==> src/rtl/fire_motion_if.sv <==
// Fire sprite motion interface: vsync and key levels in, sprite state out.
// The game-logic block takes the slave side; the driver of vsync and the keys
// takes the master side.
interface fire_motion_if;
  logic       vsync;
  logic       key_left;
  logic       key_right;
  logic       key_jump;
  logic [9:0] FireX;
  logic [9:0] FireY;
  logic [1:0] animation_frame;
  logic       left_moving;
  logic       right_moving;
  logic       in_air;

  modport master (
    output vsync, key_left, key_right, key_jump,
    input  FireX, FireY, animation_frame, left_moving, right_moving, in_air
  );

  modport slave (
    input  vsync, key_left, key_right, key_jump,
    output FireX, FireY, animation_frame, left_moving, right_moving, in_air
  );
endinterface

==> src/rtl/fire_motion.sv <==
// fire_motion: per-frame movement of the "fire" sprite.
// Walks left/right with wall clamping and a three-frame walk cycle.
// Optional feature macro FIRE_JUMP_EN: when defined, adds a GROUND/AIR
// vertical FSM with jump and gravity; when undefined, the sprite stays on the
// floor, in_air is 0 and key_jump is ignored.
// Game state advances once per frame, on the synchronized falling edge of vsync.
module fire_motion #(
  parameter int X_START  = 320,
  parameter int FLOOR_Y  = 467,
  parameter int X_MIN    = 13,
  parameter int X_MAX    = 626,
  parameter int STEP_X   = 2,
  parameter int JUMP_V   = 8,
  parameter int MAX_FALL = 8,
  parameter int ANIM_DIV = 4
) (
  input logic          vga_clk,
  input logic          reset_n,
  fire_motion_if.slave bus
);

  localparam logic [9:0]         L_X_START  = 10'(X_START);
  localparam logic [9:0]         L_FLOOR    = 10'(FLOOR_Y);
  localparam logic [9:0]         L_X_MIN_U  = 10'(X_MIN);
  localparam logic [9:0]         L_X_MAX_U  = 10'(X_MAX);
  localparam logic signed [10:0] L_X_MIN    = 11'(X_MIN);
  localparam logic signed [10:0] L_X_MAX    = 11'(X_MAX);
  localparam logic signed [10:0] L_STEP     = 11'(STEP_X);
  localparam logic [1:0]         L_DIV_LAST = 2'(ANIM_DIV - 1);

  // vsync synchronizer and edge-detect history, all idle-high
  logic r_vsyncMeta;
  logic r_vsyncSync;
  logic r_vsyncPrev;

  // horizontal and animation state
  logic [9:0] r_fireX;
  logic       r_left;
  logic       r_right;
  logic [1:0] r_animFrame;
  logic [1:0] r_animDiv;

  logic                w_frameTick;
  logic                w_goLeft;
  logic                w_goRight;
  logic                w_onGround;
  logic                w_walking;
  logic signed [10:0]  w_xWide;
  logic signed [10:0]  w_xSum;
  logic [9:0]          w_xNext;

  // Bring vsync into the vga_clk domain and keep one extra stage for edge detection
  always_ff @(posedge vga_clk or negedge reset_n) begin
    if (!reset_n) begin
      r_vsyncMeta <= 1'b1;
      r_vsyncSync <= 1'b1;
      r_vsyncPrev <= 1'b1;
    end else begin
      r_vsyncMeta <= bus.vsync;
      r_vsyncSync <= r_vsyncMeta;
      r_vsyncPrev <= r_vsyncSync;
    end
  end

  assign w_frameTick = r_vsyncPrev & ~r_vsyncSync;
  assign w_goLeft    = bus.key_left & ~bus.key_right;
  assign w_goRight   = bus.key_right & ~bus.key_left;
  assign w_walking   = (w_goLeft | w_goRight) & w_onGround;

  // Next X computed wide and signed so a step past either wall clamps instead of wrapping
  always_comb begin
    w_xWide = signed'({1'b0, r_fireX});
    w_xSum  = w_xWide;
    if (w_goLeft) begin
      w_xSum = w_xWide - L_STEP;
    end else if (w_goRight) begin
      w_xSum = w_xWide + L_STEP;
    end
    if (w_xSum < L_X_MIN) begin
      w_xNext = L_X_MIN_U;
    end else if (w_xSum > L_X_MAX) begin
      w_xNext = L_X_MAX_U;
    end else begin
      w_xNext = w_xSum[9:0];
    end
  end

  // Horizontal position and facing flags; flags stay set while pinned at a wall
  always_ff @(posedge vga_clk or negedge reset_n) begin
    if (!reset_n) begin
      r_fireX <= L_X_START;
      r_left  <= 1'b0;
      r_right <= 1'b0;
    end else if (w_frameTick) begin
      r_fireX <= w_xNext;
      r_left  <= w_goLeft;
      r_right <= w_goRight;
    end
  end

  // Walk cycle 0->1->2->0 paced by the divider; cleared when idle on ground, frozen in the air
  always_ff @(posedge vga_clk or negedge reset_n) begin
    if (!reset_n) begin
      r_animFrame <= 2'd0;
      r_animDiv   <= 2'd0;
    end else if (w_frameTick) begin
      if (w_walking) begin
        if (r_animDiv == L_DIV_LAST) begin
          r_animDiv   <= 2'd0;
          r_animFrame <= (r_animFrame == 2'd2) ? 2'd0 : r_animFrame + 2'd1;
        end else begin
          r_animDiv <= r_animDiv + 2'd1;
        end
      end else if (w_onGround) begin
        r_animFrame <= 2'd0;
        r_animDiv   <= 2'd0;
      end
    end
  end

`ifdef FIRE_JUMP_EN
  typedef enum logic {
    ST_GROUND = 1'b0,
    ST_AIR    = 1'b1
  } vState_t;

  localparam logic signed [5:0]  L_JUMP_V   = 6'(JUMP_V);
  localparam logic signed [5:0]  L_MAX_FALL = 6'(MAX_FALL);
  localparam logic signed [10:0] L_FLOOR_S  = 11'(FLOOR_Y);
  localparam logic signed [10:0] L_CEIL_S   = 11'sd12;
  localparam logic [9:0]         L_CEIL     = 10'd12;

  vState_t            r_vState;
  logic signed [5:0]  r_vy;
  logic               r_jumpPrev;
  logic [9:0]         r_fireY;
  logic               r_inAir;

  logic signed [10:0] w_ySum;
  logic signed [5:0]  w_vyNext;

  // Candidate Y after applying velocity, and gravity-accelerated velocity capped at the fall limit
  always_comb begin
    w_ySum   = signed'({1'b0, r_fireY}) + signed'({{5{r_vy[5]}}, r_vy});
    w_vyNext = (r_vy >= L_MAX_FALL) ? L_MAX_FALL : r_vy + 6'sd1;
  end

  assign w_onGround = (r_vState == ST_GROUND);

  // Vertical FSM: rising edge of key_jump launches, gravity each frame, floor lands, ceiling stops
  always_ff @(posedge vga_clk or negedge reset_n) begin
    if (!reset_n) begin
      r_vState   <= ST_GROUND;
      r_vy       <= 6'sd0;
      r_jumpPrev <= 1'b0;
      r_fireY    <= L_FLOOR;
      r_inAir    <= 1'b0;
    end else if (w_frameTick) begin
      r_jumpPrev <= bus.key_jump;
      case (r_vState)
        ST_GROUND: begin
          if (bus.key_jump && !r_jumpPrev) begin
            r_vState <= ST_AIR;
            r_vy     <= -L_JUMP_V;
            r_inAir  <= 1'b1;
          end
        end
        ST_AIR: begin
          if (w_ySum >= L_FLOOR_S) begin
            r_fireY  <= L_FLOOR;
            r_vy     <= 6'sd0;
            r_vState <= ST_GROUND;
            r_inAir  <= 1'b0;
          end else if (w_ySum < L_CEIL_S) begin
            r_fireY <= L_CEIL;
            r_vy    <= 6'sd0;
          end else begin
            r_fireY <= w_ySum[9:0];
            r_vy    <= w_vyNext;
          end
        end
        default: begin
          r_vState <= ST_GROUND;
          r_inAir  <= 1'b0;
        end
      endcase
    end
  end

  assign bus.FireY  = r_fireY;
  assign bus.in_air = r_inAir;
`else
  assign w_onGround = 1'b1;
  assign bus.FireY  = L_FLOOR;
  assign bus.in_air = 1'b0;
`endif

  assign bus.FireX           = r_fireX;
  assign bus.animation_frame = r_animFrame;
  assign bus.left_moving     = r_left;
  assign bus.right_moving    = r_right;

endmodule

==> src/flat_wrapper.sv <==
// flat-port wrapper written by rule: the top's interface ports become plain ports
module fire_motion_flat 
#(
  parameter int X_START  = 320,
  parameter int FLOOR_Y  = 467,
  parameter int X_MIN    = 13,
  parameter int X_MAX    = 626,
  parameter int STEP_X   = 2,
  parameter int JUMP_V   = 8,
  parameter int MAX_FALL = 8,
  parameter int ANIM_DIV = 4
)
  (vga_clk, reset_n, bus_vsync, bus_key_left, bus_key_right, bus_key_jump, bus_FireX, bus_FireY, bus_animation_frame, bus_left_moving, bus_right_moving, bus_in_air);
  fire_motion_if bus_i ();
  input logic vga_clk;
  input logic reset_n;
  input wire logic [$bits(bus_i.vsync)-1:0] bus_vsync;
  input wire logic [$bits(bus_i.key_left)-1:0] bus_key_left;
  input wire logic [$bits(bus_i.key_right)-1:0] bus_key_right;
  input wire logic [$bits(bus_i.key_jump)-1:0] bus_key_jump;
  output wire logic [$bits(bus_i.FireX)-1:0] bus_FireX;
  output wire logic [$bits(bus_i.FireY)-1:0] bus_FireY;
  output wire logic [$bits(bus_i.animation_frame)-1:0] bus_animation_frame;
  output wire logic [$bits(bus_i.left_moving)-1:0] bus_left_moving;
  output wire logic [$bits(bus_i.right_moving)-1:0] bus_right_moving;
  output wire logic [$bits(bus_i.in_air)-1:0] bus_in_air;
  assign bus_i.vsync = bus_vsync;
  assign bus_i.key_left = bus_key_left;
  assign bus_i.key_right = bus_key_right;
  assign bus_i.key_jump = bus_key_jump;
  assign bus_FireX = bus_i.FireX;
  assign bus_FireY = bus_i.FireY;
  assign bus_animation_frame = bus_i.animation_frame;
  assign bus_left_moving = bus_i.left_moving;
  assign bus_right_moving = bus_i.right_moving;
  assign bus_in_air = bus_i.in_air;
  fire_motion #(.X_START(X_START), .FLOOR_Y(FLOOR_Y), .X_MIN(X_MIN), .X_MAX(X_MAX), .STEP_X(STEP_X), .JUMP_V(JUMP_V), .MAX_FALL(MAX_FALL), .ANIM_DIV(ANIM_DIV)) u_core (.vga_clk(vga_clk), .reset_n(reset_n), .bus(bus_i));
endmodule
==> config.mk <==
export PLATFORM = sky130hd
export DESIGN_NAME = fire_motion_flat
export DESIGN_NICKNAME = d
export VERILOG_FILES = /design/src/rtl/fire_motion_if.sv /design/src/rtl/fire_motion.sv /design/src/flat_wrapper.sv
export SDC_FILE = /design/constraint.sdc
export NUM_CORES = 1
export LEC_CHECK = 0
export BUFFER_PORTS_ARGS = -buffer_cell sky130_fd_sc_hd__buf_2
export CAP_MARGIN = 10
export CORE_MARGIN = 2
export CORE_UTILIZATION = 49
export DETAILED_ROUTE_END_ITERATION = 12
export HOLD_SLACK_MARGIN = 0.12
export PLACE_DENSITY = 0.76
export SLEW_MARGIN = 20
export SYNTH_ARGS = -nofsm -noshare
export SYNTH_HDL_FRONTEND = slang
export SYNTH_SLANG_ARGS = --single-unit
export TNS_END_PERCENT = 1
==> constraint.sdc <==
create_clock -name vga_clk -period 2 [get_ports vga_clk]
set_input_delay 0.1 -clock vga_clk [delete_from_list [all_inputs] [get_ports vga_clk]]
set_output_delay 0.1 -clock vga_clk [all_outputs]
set_load 0.1 [all_outputs]
==> impl_summary.md, run 1 <==
Run status
The run finished, with violations left. The checks that failed: setup timing.

Min path
The path class of the tightest hold or removal check is in -> reg.

Yosys
Synthesis handed over a netlist of 155 instances. The distinct cell type count of the synthesized netlist is 55. The cell area that synthesis handed to floorplanning was 0.00144 mm². The most used flip-flop cell after synthesis is sky130_fd_sc_hd__dfrtp_1.

Yosys mapped a number of flops with a built-in enable equal to 0. The portion of the post-synthesis area used by sequential elements is 33.4%. The async set-or-reset flop fraction in the synthesized netlist is 100%. The synthesis warning total is 0. The mean instance size in the synthesized netlist is 9.29 µm².

Counting flops and latches in the post-synthesis netlist gives 19.

STA
Setup repair after global routing could not meet its margin everywhere. The final critical-path required period is 2320 ps. Setup violations remaining at the end of the flow were counted as 10. The worst clock skew on the final layout is 11.2 ps. The achievable clock frequency is 431 MHz. The total count of max-transition violations in the final report is 0. The final number of hold-violating endpoints is 0. The final critical path takes up 116% of the cycle. The least setup slack across all paths after layout is -318 ps.

The summed negative setup slack over all endpoints is -2190 ps.

GRT
The initial antenna violation count came to 0. The overall overflow remaining after global route is 0. The via count of the first global-routing pass is 1351.

Global routing used 24.1% of the available tracks across all layers. The first-pass GRT wire length is 6180 µm. Entering global routing, the biggest net connects 20 pins.

Detailed routing
For this run, design rule violations remaining after detail routing come to 0. The antenna violation net count after detailed routing is 0. The via count is 1367. The first detailed-routing pass took 4 iterations.

The post-detailed-route via-to-cell ratio is 5.72. After the first detailed-routing iteration, the DRC count stood at 50. The wire length reported by the detailed router is 3690 µm. The detailed-route wire length per cell is 15.4 µm.

Place
Buffers placed on the I/O ports in this run total 18. The placed instance area is 0.00179 mm². The final RePlAce weighted congestion is 0.924.

The HPWL after detailed placement is 2830 µm. The number of instances in the placed design is 232.

Flow run
The count of maximum capacitance violations is 0.

Floorplanning
The I/O pin count is 31. For this configuration, the core starts out at a cell density of 51.8%. The die is 58.2 µm wide. The site row count is 19.

The die covers 0.00339 mm². The total core area is 0.00278 mm². The overall die height is 58.2 µm.

Clock tree
Clock-pin slew was measured on the worst setup and hold paths at 120 ps. In this run the clock root is driven by a sky130_fd_sc_hd__clkbuf_4. The CTS buffer count is 3.

The tree built by TritonCTS fans out to 19 sinks. The clock passes through at most 2 buffers. At the later pin of the worst-skew pair, clock insertion delay measures 320 ps.

CTS built an H-tree with a depth of 1. The CTS tree is built.

Power and ir drop
The total power density per cell area is 1620 mW/mm². Summed over all cells, the static leakage comes to 0.911 nW. VDD sags by at most 1.35 mV.

Cells and area
The net total in the final layout is 220. The final antenna diode count is 0. The area growth from synthesis to layout is 31.3%. After routing the design area is 0.00189 mm².

The total area of sequential cells is 505 µm². The multi-input combinational cell area is 910 µm². The layout has 224 filler cells.

Once layout is complete, the cells apart from fillers number 239. The fraction of final layout cells sized beyond drive strength 1 is 43.8%.

Setup path
By startpoint and endpoint, the worst setup path is classified as reg -> reg. For the worst setup path, the data required time is 2220 ps. The worst setup path is launched from a flip-flop. The category of the worst setup path capture point is a flip-flop. In this run the worst path has a maximum fanout of 4. At the worst endpoint, the arrival time is 2540 ps.
==> per-stage QoR <==
stage	power (mW)	hold slack (ps)	worst slack [ps]	util (%)
after floorplan	2.19	-196	-360	-
after global placement	2.69	53.1	-272	64.5
after detailed placement	2.74	68.9	-311	64.5
after CTS	3.02	179	-318	67.3
after global routing	3.23	223	-411	68.0
final	3.06	160	-318	68.0
==> layout make-up <==
class                           instances  area share, %
Clock buffer                            4           1.39
Inverter                                6           1.19
Multi-Input combinational cell        122           48.1
Sequential cell                        19           26.7
Tap cell                               31           2.05
Timing Repair Buffer                   57           20.5
==> report_power, final <==
group	total, mW	internal [mW]	switching, mW
clock network	0.211	0.0782	0.133
registers	0.671	0.535	0.136
logic	2.18	0.720	1.46
==> registers in the layout, summed over array words and instances, names as in the netlist <==
| register | count |
|---|---|
| u_core.bus.animation_frame | 2 |
| u_core.r_vsyncSync | 1 |
| u_core.bus.left_moving | 1 |
| u_core.bus.right_moving | 1 |
| u_core.r_vsyncMeta | 1 |
| u_core.bus.FireX | 10 |
| u_core.r_vsyncPrev | 1 |
| u_core.r_animDiv | 2 |
==> final timing paths <==
check	from	depth (start not counted)	slack, ps	end
max	u_core.bus.FireX[3]	7	-320	u_core.bus.FireX[0]
min	bus_key_left	3	160	u_core.bus.animation_frame[0]
max reg2reg	u_core.bus.FireX[3]	7	-320	u_core.bus.FireX[0]
min reg2reg	u_core.r_vsyncMeta	0	360	u_core.r_vsyncSync
max in group asynchronous	reset_n	2	1400	u_core.bus.FireX[4]
min in group asynchronous	reset_n	2	240	u_core.bus.animation_frame[0]
==> synth_stat cells (all sizes together), types with 4 or more instances <==
master  number  share of area, %
inv          6               1.6
nor2        12               3.3
dfrtp       14                24
dfstp        5               9.1
ha           5               4.3
xor2         4               3.0
nand2       19               5.0
nand3        4               1.4
a21oi        4               1.7
buf         14               8.3
o21ai       12               4.4
==> worst max-delay path, stage by stage, from the launching register on <==
cell	delay, ps
sky130_fd_sc_hd__dfrtp_4	500
sky130_fd_sc_hd__or4b_4	610
sky130_fd_sc_hd__nor3_2	120
sky130_fd_sc_hd__a31oi_1	80
sky130_fd_sc_hd__xnor2_2	250
sky130_fd_sc_hd__a41oi_2	140
sky130_fd_sc_hd__or3_1	330
sky130_fd_sc_hd__a22o_1	190
==> timing repair <==
| item | CTS | global route |
|---|---|---|
| pin swaps | 3 | 0 |
| setup buffers | 1 | 0 |
| hold buffers | 2 | 0 |
| resized for setup | 5 | 3 |
| setup endpoints to repair | 10 | 10 |
| endpoints found under the hold margin | 20 | 0 |
==> cell families after synthesis <==
family,synth area share [%]
DFF,33.4
adders and majority gates,4.34
buffers and inverters,10.7
and+or+nand+nor,23.4
AOI/OAI and AO/OA,20.9
xor gates and xnor gates,4.69
muxes,2.09
other,0.521
==> placed cells by master, fill, tap and decap left out, types with 4 or more instances in the layout <==
| master | count |
|---|---|
| sky130_fd_sc_hd__conb_1 | 11 |
| sky130_fd_sc_hd__dfrtp_4 | 5 |
| sky130_fd_sc_hd__buf_4 | 37 |
| sky130_fd_sc_hd__dfstp_2 | 4 |
| sky130_fd_sc_hd__ha_1 | 4 |
| sky130_fd_sc_hd__inv_1 | 6 |
| sky130_fd_sc_hd__nand3_1 | 4 |
| sky130_fd_sc_hd__o21ai_0 | 8 |
| sky130_fd_sc_hd__nand2_1 | 19 |
| sky130_fd_sc_hd__dfrtp_1 | 8 |
| sky130_fd_sc_hd__buf_2 | 18 |
| sky130_fd_sc_hd__nor2_1 | 11 |
==> per-layer routing <==
layer | track usage [%] | wire length [µm] | part of all wire [%] | up-vias
met3 | 4.24 | 169 | 4.6 | 6
met2 | 41.9 | 1890 | 51 | 44
met1 | 30.9 | 1580 | 43 | 675
met4 | 6.64 | 50 | 1.4 | 0
met5 | 0 | 0 | 0 | -
li1 | - | - | - | 642
Power figures use the tool's default switching activity.
==> run 2: changes to the inputs <==
- CAP_MARGIN: 10 -> 20
- CORE_UTILIZATION: 49 -> 50
- PLACE_DENSITY: 0.76 -> 0.74
- SETUP_SLACK_MARGIN: not set -> 0.1
- clock period: 2 -> 2.22 ns (I/O delays scaled with it)
==> impl_summary.md, run 2 (same netlist as run 1, synthesis figures left out) <==
Run status
The run finished, with violations left. The checks that failed: setup timing.

STA
The total count of max-transition violations in the final report is 0 (unchanged). Setup repair after global routing could not meet its margin everywhere. The least setup slack across all paths after layout was -97.1 ps (+221 ps).

The share of the clock period used by the worst path is 104% (-12 points). The achievable clock frequency is 432 MHz (about the same). The worst clock skew on the final layout came to 7.66 ps (-3.56 ps). The final number of hold-violating endpoints is 0 (unchanged).

The setup-violating endpoint count in the final report is 7 (-3). The final critical-path required period came to 2320 ps (-1.36 ps).

Cells and area
The final antenna diode count was 0 (unchanged). Leaving out fill and tap cells, the most frequent cells in the layout are sky130_fd_sc_hd__buf_4, sky130_fd_sc_hd__nand2_1, sky130_fd_sc_hd__buf_2, sky130_fd_sc_hd__nor2_1, sky130_fd_sc_hd__conb_1. The library cell used most frequently in the layout, excluding fill and tap cells, is sky130_fd_sc_hd__buf_4. The fraction of final layout cells sized beyond drive strength 1 is 45.8% (+2.0 points). The area growth from synthesis to layout is 30.5%.

The multi-input combinational cell area was 941 µm² (+3.4%). The net total in the final layout came to 213 (-3.2%). The flip-flop count of the largest register, all copies and words added is 10 (unchanged). The total area of sequential cells came to 505 µm² (unchanged). The post-layout utilization of the core was 68.1% (+0.18 points). The layout filler cell count is 230 (+2.7%).

GRT
The via count of the first global-routing pass is 1323 (-2.1%). The initial antenna violation count is 0 (unchanged). The first-pass GRT wire length is 5940 µm (-3.9%). The overall overflow remaining after global route is 0 (unchanged).

The total global routing track utilization is 23.4% (-0.71 points). The maximum number of pins on one net before global-route repair is 20 (unchanged).

Clock tree
The CTS tree is built. The CTS buffer count is 3 (unchanged). The H-tree depth is 1 (unchanged). The number of buffers between clock root and the deepest sink came to 2 (unchanged). The tree is rooted in a sky130_fd_sc_hd__clkbuf_4. The clock latency of the later-clocked register in the worst-skew pair is 300 ps (-20 ps). The number of sinks handled by clock tree synthesis is 19 (unchanged).

The clock-pin slew reported for the worst setup and hold paths after clock tree synthesis was 110 ps (about the same).

Setup path
On the critical path, the stage with the largest delay is an instance of sky130_fd_sc_hd__or4b_4. STA classifies the critical path startpoint as a flip-flop. The required time of the worst setup path is 2420 ps (+200 ps). The critical path goes through or4b_4 -> buf_4 -> nor2_4 -> or3_4 -> a21o_1 -> a41oi_2 -> or3_1 -> a22o_1. The highest fanout seen on the critical path is 5 (+1). The reg-to-reg setup timing slack came to -100 ps (+220 ps). The worst setup path is captured at a flip-flop. The worst reg2reg path depth is 8 (+1). The arrival time of the worst setup path was 2520 ps (-20 ps).

The critical path's largest stage delay is 560 ps (-50 ps). The setup path with the least slack is of type reg -> reg.

Floorplanning
The die area was 0.00333 mm² (-1.8%). The die extent in x is 57.7 µm (-0.93%). The site row count is 19 (unchanged). The overall die height is 57.7 µm (-0.93%).

The initial cell density of the core is 52.2% (+0.45 points). The total core area is 0.00276 mm² (-0.85%). The I/O pin count was 31 (unchanged).

Power and ir drop
The fraction of power spent switching nets is 57.3% (+0.81 points). The internal power contribution was 1.18 mW (-11%). The fraction of power consumed by sequential logic is 22.9% (+1.0 points). The worst supply voltage drop on vdd came to 1.35 mV (+0.23%). The clock share of power is 6.3% (-0.6 points). The post-layout total power is 2.77 mW (-9.7%). The net switching power is 1.58 mW (-8.4%). The static power due to leakage came to 0.879 nW (-3.5%). The total power density per cell area came to 1470 mW/mm² (-9.2%). The share of power burned in combinational logic was 70.8% (-0.4 points).

Detailed routing
The post-detailed-route DRC marker count is 0 (unchanged). The antenna violation net count after detailed routing is 0 (unchanged). The total iterations of the first detailed-routing run is 4 (unchanged). The via count is 1291 (-5.6%). The post-detailed-route via-to-cell ratio is 5.56 (-2.7%). The wire length reported by the detailed router was 3580 µm (-2.9%). The number of DRC markers in iteration 0 came to 64 (+28%). The detailed-route wire length per cell came to 15.4 µm (about the same).

Place
The HPWL after detailed placement is 2710 µm (-4.1%). The final RePlAce weighted congestion is 0.899 (-2.7%). The setup slack at placement is -141 ps (+171 ps). The number of buffers added on ports is 18 (unchanged).

Flow run
The count of maximum capacitance violations is 0 (unchanged).

Min path
The depth of the worst hold-timing path came to 3 (unchanged). The tightest min-delay check is of the in -> reg type.
run 2: power by group through the flow:
stage / Clock (mW) / Combinational (mW) / Sequential, mW
finish: 0.175 / 1.96 / 0.633
global route: 0.194 / 2.06 / 0.652
CTS: 0.183 / 1.93 / 0.630
detailed placement: 0 / 1.76 / 0.625
global placement: 0 / 1.72 / 0.609
floorplan: 0 / 0.778 / 1.19
run 2: cell type report:
type	instances	area share (%)
repair buffers	50	18.0
clock inverters	1	0.266
inverters	6	1.46
clock buffers	3	1.20
multi-input cells	122	50.1
flip-flops and latches	19	26.9
well taps	31	2.06
run 2: path summary, 6_finish.rpt:
kind,startpoint,to
max in group asynchronous,reset_n,u_core.bus.FireX[5]
min,bus_key_left,u_core.bus.animation_frame[1]
min in group asynchronous,reset_n,u_core.bus.right_moving
max reg2reg,u_core.bus.FireX[2],u_core.bus.FireX[0]
min reg2reg,u_core.r_vsyncMeta,u_core.r_vsyncSync
max,u_core.bus.FireX[2],u_core.bus.FireX[0]
run 2: what timing repair did:
item | in CTS | in global routing
pin swaps | 8 | 4
hold buffers | 2 | 0
endpoints found under the setup margin | 10 | 10
resized for setup | 16 | 3
setup buffers | 7 | 0
hold endpoints to repair | 20 | 0
run 2: metal layers:
layer / vias up / global-route usage [%] / routed length, µm / share of wire [%]
li1: 626 / - / - / -
met1: 608 / 29.1 / 1460 / 41
met2: 45 / 40.1 / 1830 / 51
met3: 12 / 2.01 / 162 / 4.5
met4: 0 / 13.0 / 125 / 3.5
met5: - / 0 / 0 / 0
run 2: critical path, delay by kind of cell, from the launching register on:
kind,cells,cell delay [ps]
compound gates,3,350
simple gates,4,1160
buf+inv,1,160
flops,1,530
run 2: through the flow:
step           TNS, ps  cell area, µm²  cells  hold WS [ps]
2_1_floorplan     -827            1530    164          -185
3_3_place_gp      -279            1700    219          63.9
3_5_place_dp      -944            1700    219          78.3
4_1_cts           -470            1870    232           217
5_1_grt          -1210            1880    232           249
6_report          -503            1880    232           218
==> run 3: changes to the inputs <==
- clock period: 2.22 -> 2.9 ns (I/O delays scaled with it)
==> impl_summary.md, run 3 (same netlist as run 1, synthesis figures left out) <==
Clock tree
TritonCTS built the clock tree. The H-tree depth is 1 (unchanged). The clock tree root driver cell is sky130_fd_sc_hd__clkbuf_4.

The clock latency of the later-clocked register in the worst-skew pair is 290 ps (about the same). The number of buffers between clock root and the deepest sink is 2 (unchanged). The post-CTS setup buffer count was 0 (-7).

The number of sinks handled by clock tree synthesis is 19 (unchanged). The clock-pin slew reported for the worst setup and hold paths after clock tree synthesis is 100 ps (about the same). The CTS buffer count was 3 (unchanged).

Min path
The hold path startpoint is bus_key_left. The class of the most critical hold timing path is in -> reg. The depth of the worst hold-timing path came to 3 (unchanged). For hold timing, the worst endpoint is u_core.bus.animation_frame[1].

Detailed routing
The post-detailed-route DRC marker count is 0 (unchanged). The routed length on met1 is 1320 µm (-9.9%). The number of DRC markers in iteration 0 was 46 (-28%). The total iterations of the first detailed-routing run is 4 (unchanged). The met3 wire length is 110 µm (-32%).

The wire length reported by the detailed router is 2910 µm (-19%). The detailed-route wire length per cell was 14.4 µm (-6.6%). The via count is 1167 (-9.6%). The post-detailed-route via-to-cell ratio is 5.78 (+3.8%). The antenna violation net count after detailed routing was 0 (unchanged).

The highest metal layer with signal wires is met4. The routed length on met2 was 1450 µm (-21%).

Floorplanning
The overall die height is 57.7 µm (unchanged). The total core area is 0.00276 mm² (unchanged). The I/O pin count is 31 (unchanged).

The site row count is 19 (unchanged). The initial cell density of the core is 52.2% (unchanged). The die area is 0.00333 mm² (unchanged).

The die extent in x is 57.7 µm (unchanged).

Flow run
The count of maximum capacitance violations came to 0 (unchanged).

Setup path
The arrival time of the worst setup path is 2610 ps (+90 ps). The critical path is of the reg -> reg type. The highest fanout seen on the critical path is 12 (+7).

The reg-to-reg setup timing slack is 470 ps (+570 ps). The worst reg2reg path depth came to 7 (-1). STA classifies the critical path endpoint as a flip-flop. The start point of the critical path is u_core.bus.FireX[5]. The endpoint identified for the worst register-to-register timing path is u_core.bus.FireX[1].

The startpoint class of the critical path is a flip-flop. The required time of the worst setup path is 3080 ps (+660 ps). The worst flop-to-flop path startpoint is u_core.bus.FireX[5].

Cells and area
The synthesis-to-layout area growth is 5.65%. The net total in the final layout was 183 (-14%). The final antenna diode count is 0 (unchanged). The post-layout utilization of the core is 55.2% (-13 points). The flip-flop count of the largest register, all copies and words added is 10 (unchanged).

In the layout the commonest cells are sky130_fd_sc_hd__nand2_1, sky130_fd_sc_hd__buf_2, sky130_fd_sc_hd__dfrtp_1, sky130_fd_sc_hd__nor2_1, sky130_fd_sc_hd__conb_1. The library cell used most frequently in the layout, excluding fill and tap cells, is sky130_fd_sc_hd__nand2_1. The fraction of final layout cells sized beyond drive strength 1 is 24.6% (-21 points).

Power and ir drop
The fraction of power spent switching nets is 61.1% (+3.8 points). The clock share of power is 7.4% (+1.1 points). The worst supply voltage drop on vdd is 0.754 mV (-44%). The internal power contribution is 676 µW (-43%). The static power due to leakage was 0.716 nW (-19%). The share of power burned in combinational logic came to 65.0% (-5.8 points). The total power density per cell area is 1140 mW/mm² (-22%). The fraction of power consumed by sequential logic is 27.5% (+4.6 points). The post-layout total power is 1.74 mW (-37%). The net switching power is 1.06 mW (-33%).

STA
The worst-margin pin slew is 748 ps. The setup-violating endpoint count in the final report is 0 (-7). The share of the clock period used by the worst path is 83.7% (-21 points). The final critical-path required period is 2430 ps (+111 ps). The worst clock skew on the final layout is 1.91 ps (-5.75 ps). The worst-case headroom to the max-slew limit is 50.0%.

Setup repair after global routing left no endpoint under its margin. The achievable clock frequency came to 412 MHz (-4.6%). The summed negative setup slack over all endpoints is 0 ps (+503 ps).

The final number of hold-violating endpoints is 0 (unchanged). The post-route worst hold slack is 248 ps (+30.1 ps). The total count of max-transition violations in the final report is 0 (unchanged).

Place
The HPWL after detailed placement came to 2230 µm (-18%). The number of buffers added on ports is 18 (unchanged). The final RePlAce weighted congestion was 0.947 (+5.3%).

Run status
The run finished with clean final reports.

GRT
The maximum number of pins on one net before global-route repair is 20 (unchanged). The overall overflow remaining after global route came to 0 (unchanged). The total global routing track utilization was 19.1% (-4.3 points). The first-pass GRT wire length is 5060 µm (-15%). The initial antenna violation count is 0 (unchanged). The via count of the first global-routing pass is 1108 (-16%).
-- run 3: changes by cell type in the layout (fill, tap and decap cells not counted), moves of 2 or more --
cell                      before  now
sky130_fd_sc_hd__buf_4        29    0
sky130_fd_sc_hd__inv_4         2    0
sky130_fd_sc_hd__dfrtp_4       5    0
sky130_fd_sc_hd__a31oi_2       2    0
sky130_fd_sc_hd__inv_1         4    6
sky130_fd_sc_hd__dfrtp_1       8   12
sky130_fd_sc_hd__a31oi_1       1    3
-- run 3: worst max path at each step --
stage | end | slack (ps)
3_3_place_gp | u_core.bus.FireX[0] | 460
6_report | u_core.bus.FireX[1] | 470
3_5_place_dp | u_core.bus.FireX[1] | 410
4_1_cts | u_core.bus.FireX[1] | 500
2_1_floorplan | u_core.bus.FireX[1] | 240
5_1_grt | u_core.bus.FireX[1] | 320
-- run 3: power by group through the flow --
| stage | clock [mW] | combinational [mW] | sequential [mW] |
|---|---|---|---|
| 2_1_floorplan | 0 | 0.565 | 0.889 |
| 3_3_place_gp | 0 | 1.11 | 0.471 |
| 3_5_place_dp | 0 | 1.12 | 0.480 |
| 4_1_cts | 0.137 | 1.13 | 0.475 |
| 5_1_grt | 0.150 | 1.21 | 0.491 |
| 6_report | 0.129 | 1.13 | 0.479 |
-- run 3: metrics by stage --
stage / area (µm²) / setup slack, ps / std cells
global route: 1520 / 316 / 202
CTS: 1520 / 504 / 202
floorplan: 1480 / 237 / 164
detailed placement: 1470 / 406 / 196
finish: 1520 / 472 / 202
global placement: 1470 / 455 / 196
-- run 3: final cells by class --
cell class                      instances  area (µm²)
Fill cell                             259        1240
Tap cell                               31        38.8
Clock inverter                          1        5.00
Inverter                                6        22.5
Timing Repair Buffer                   20         110
Sequential cell                        19         484
Clock buffer                            3        22.5
Multi-Input combinational cell        122         838
-- run 3: timing repair --
item | in CTS | in global routing
gates resized for setup | 0 | 0
hold buffers | 2 | 0
hold endpoints to repair | 20 | 0
-- run 3: worst max-delay path, cell delays in order, from the launching register on --
cell and delay, ps:
sky130_fd_sc_hd__dfrtp_1 540, sky130_fd_sc_hd__or3_1 480, sky130_fd_sc_hd__o211a_1 270, sky130_fd_sc_hd__a2111oi_4 370, sky130_fd_sc_hd__nand2b_1 290, sky130_fd_sc_hd__o22ai_1 90, sky130_fd_sc_hd__o21ba_1 220, sky130_fd_sc_hd__o21ai_1 60
-- run 3: routing by layer --
layer / vias up / GRT usage, %
met1: 561 / 25.9
met3: 6 / 1.56
li1: 568 / -
met4: 0 / 7.64
met2: 32 / 31.8
met5: - / 0
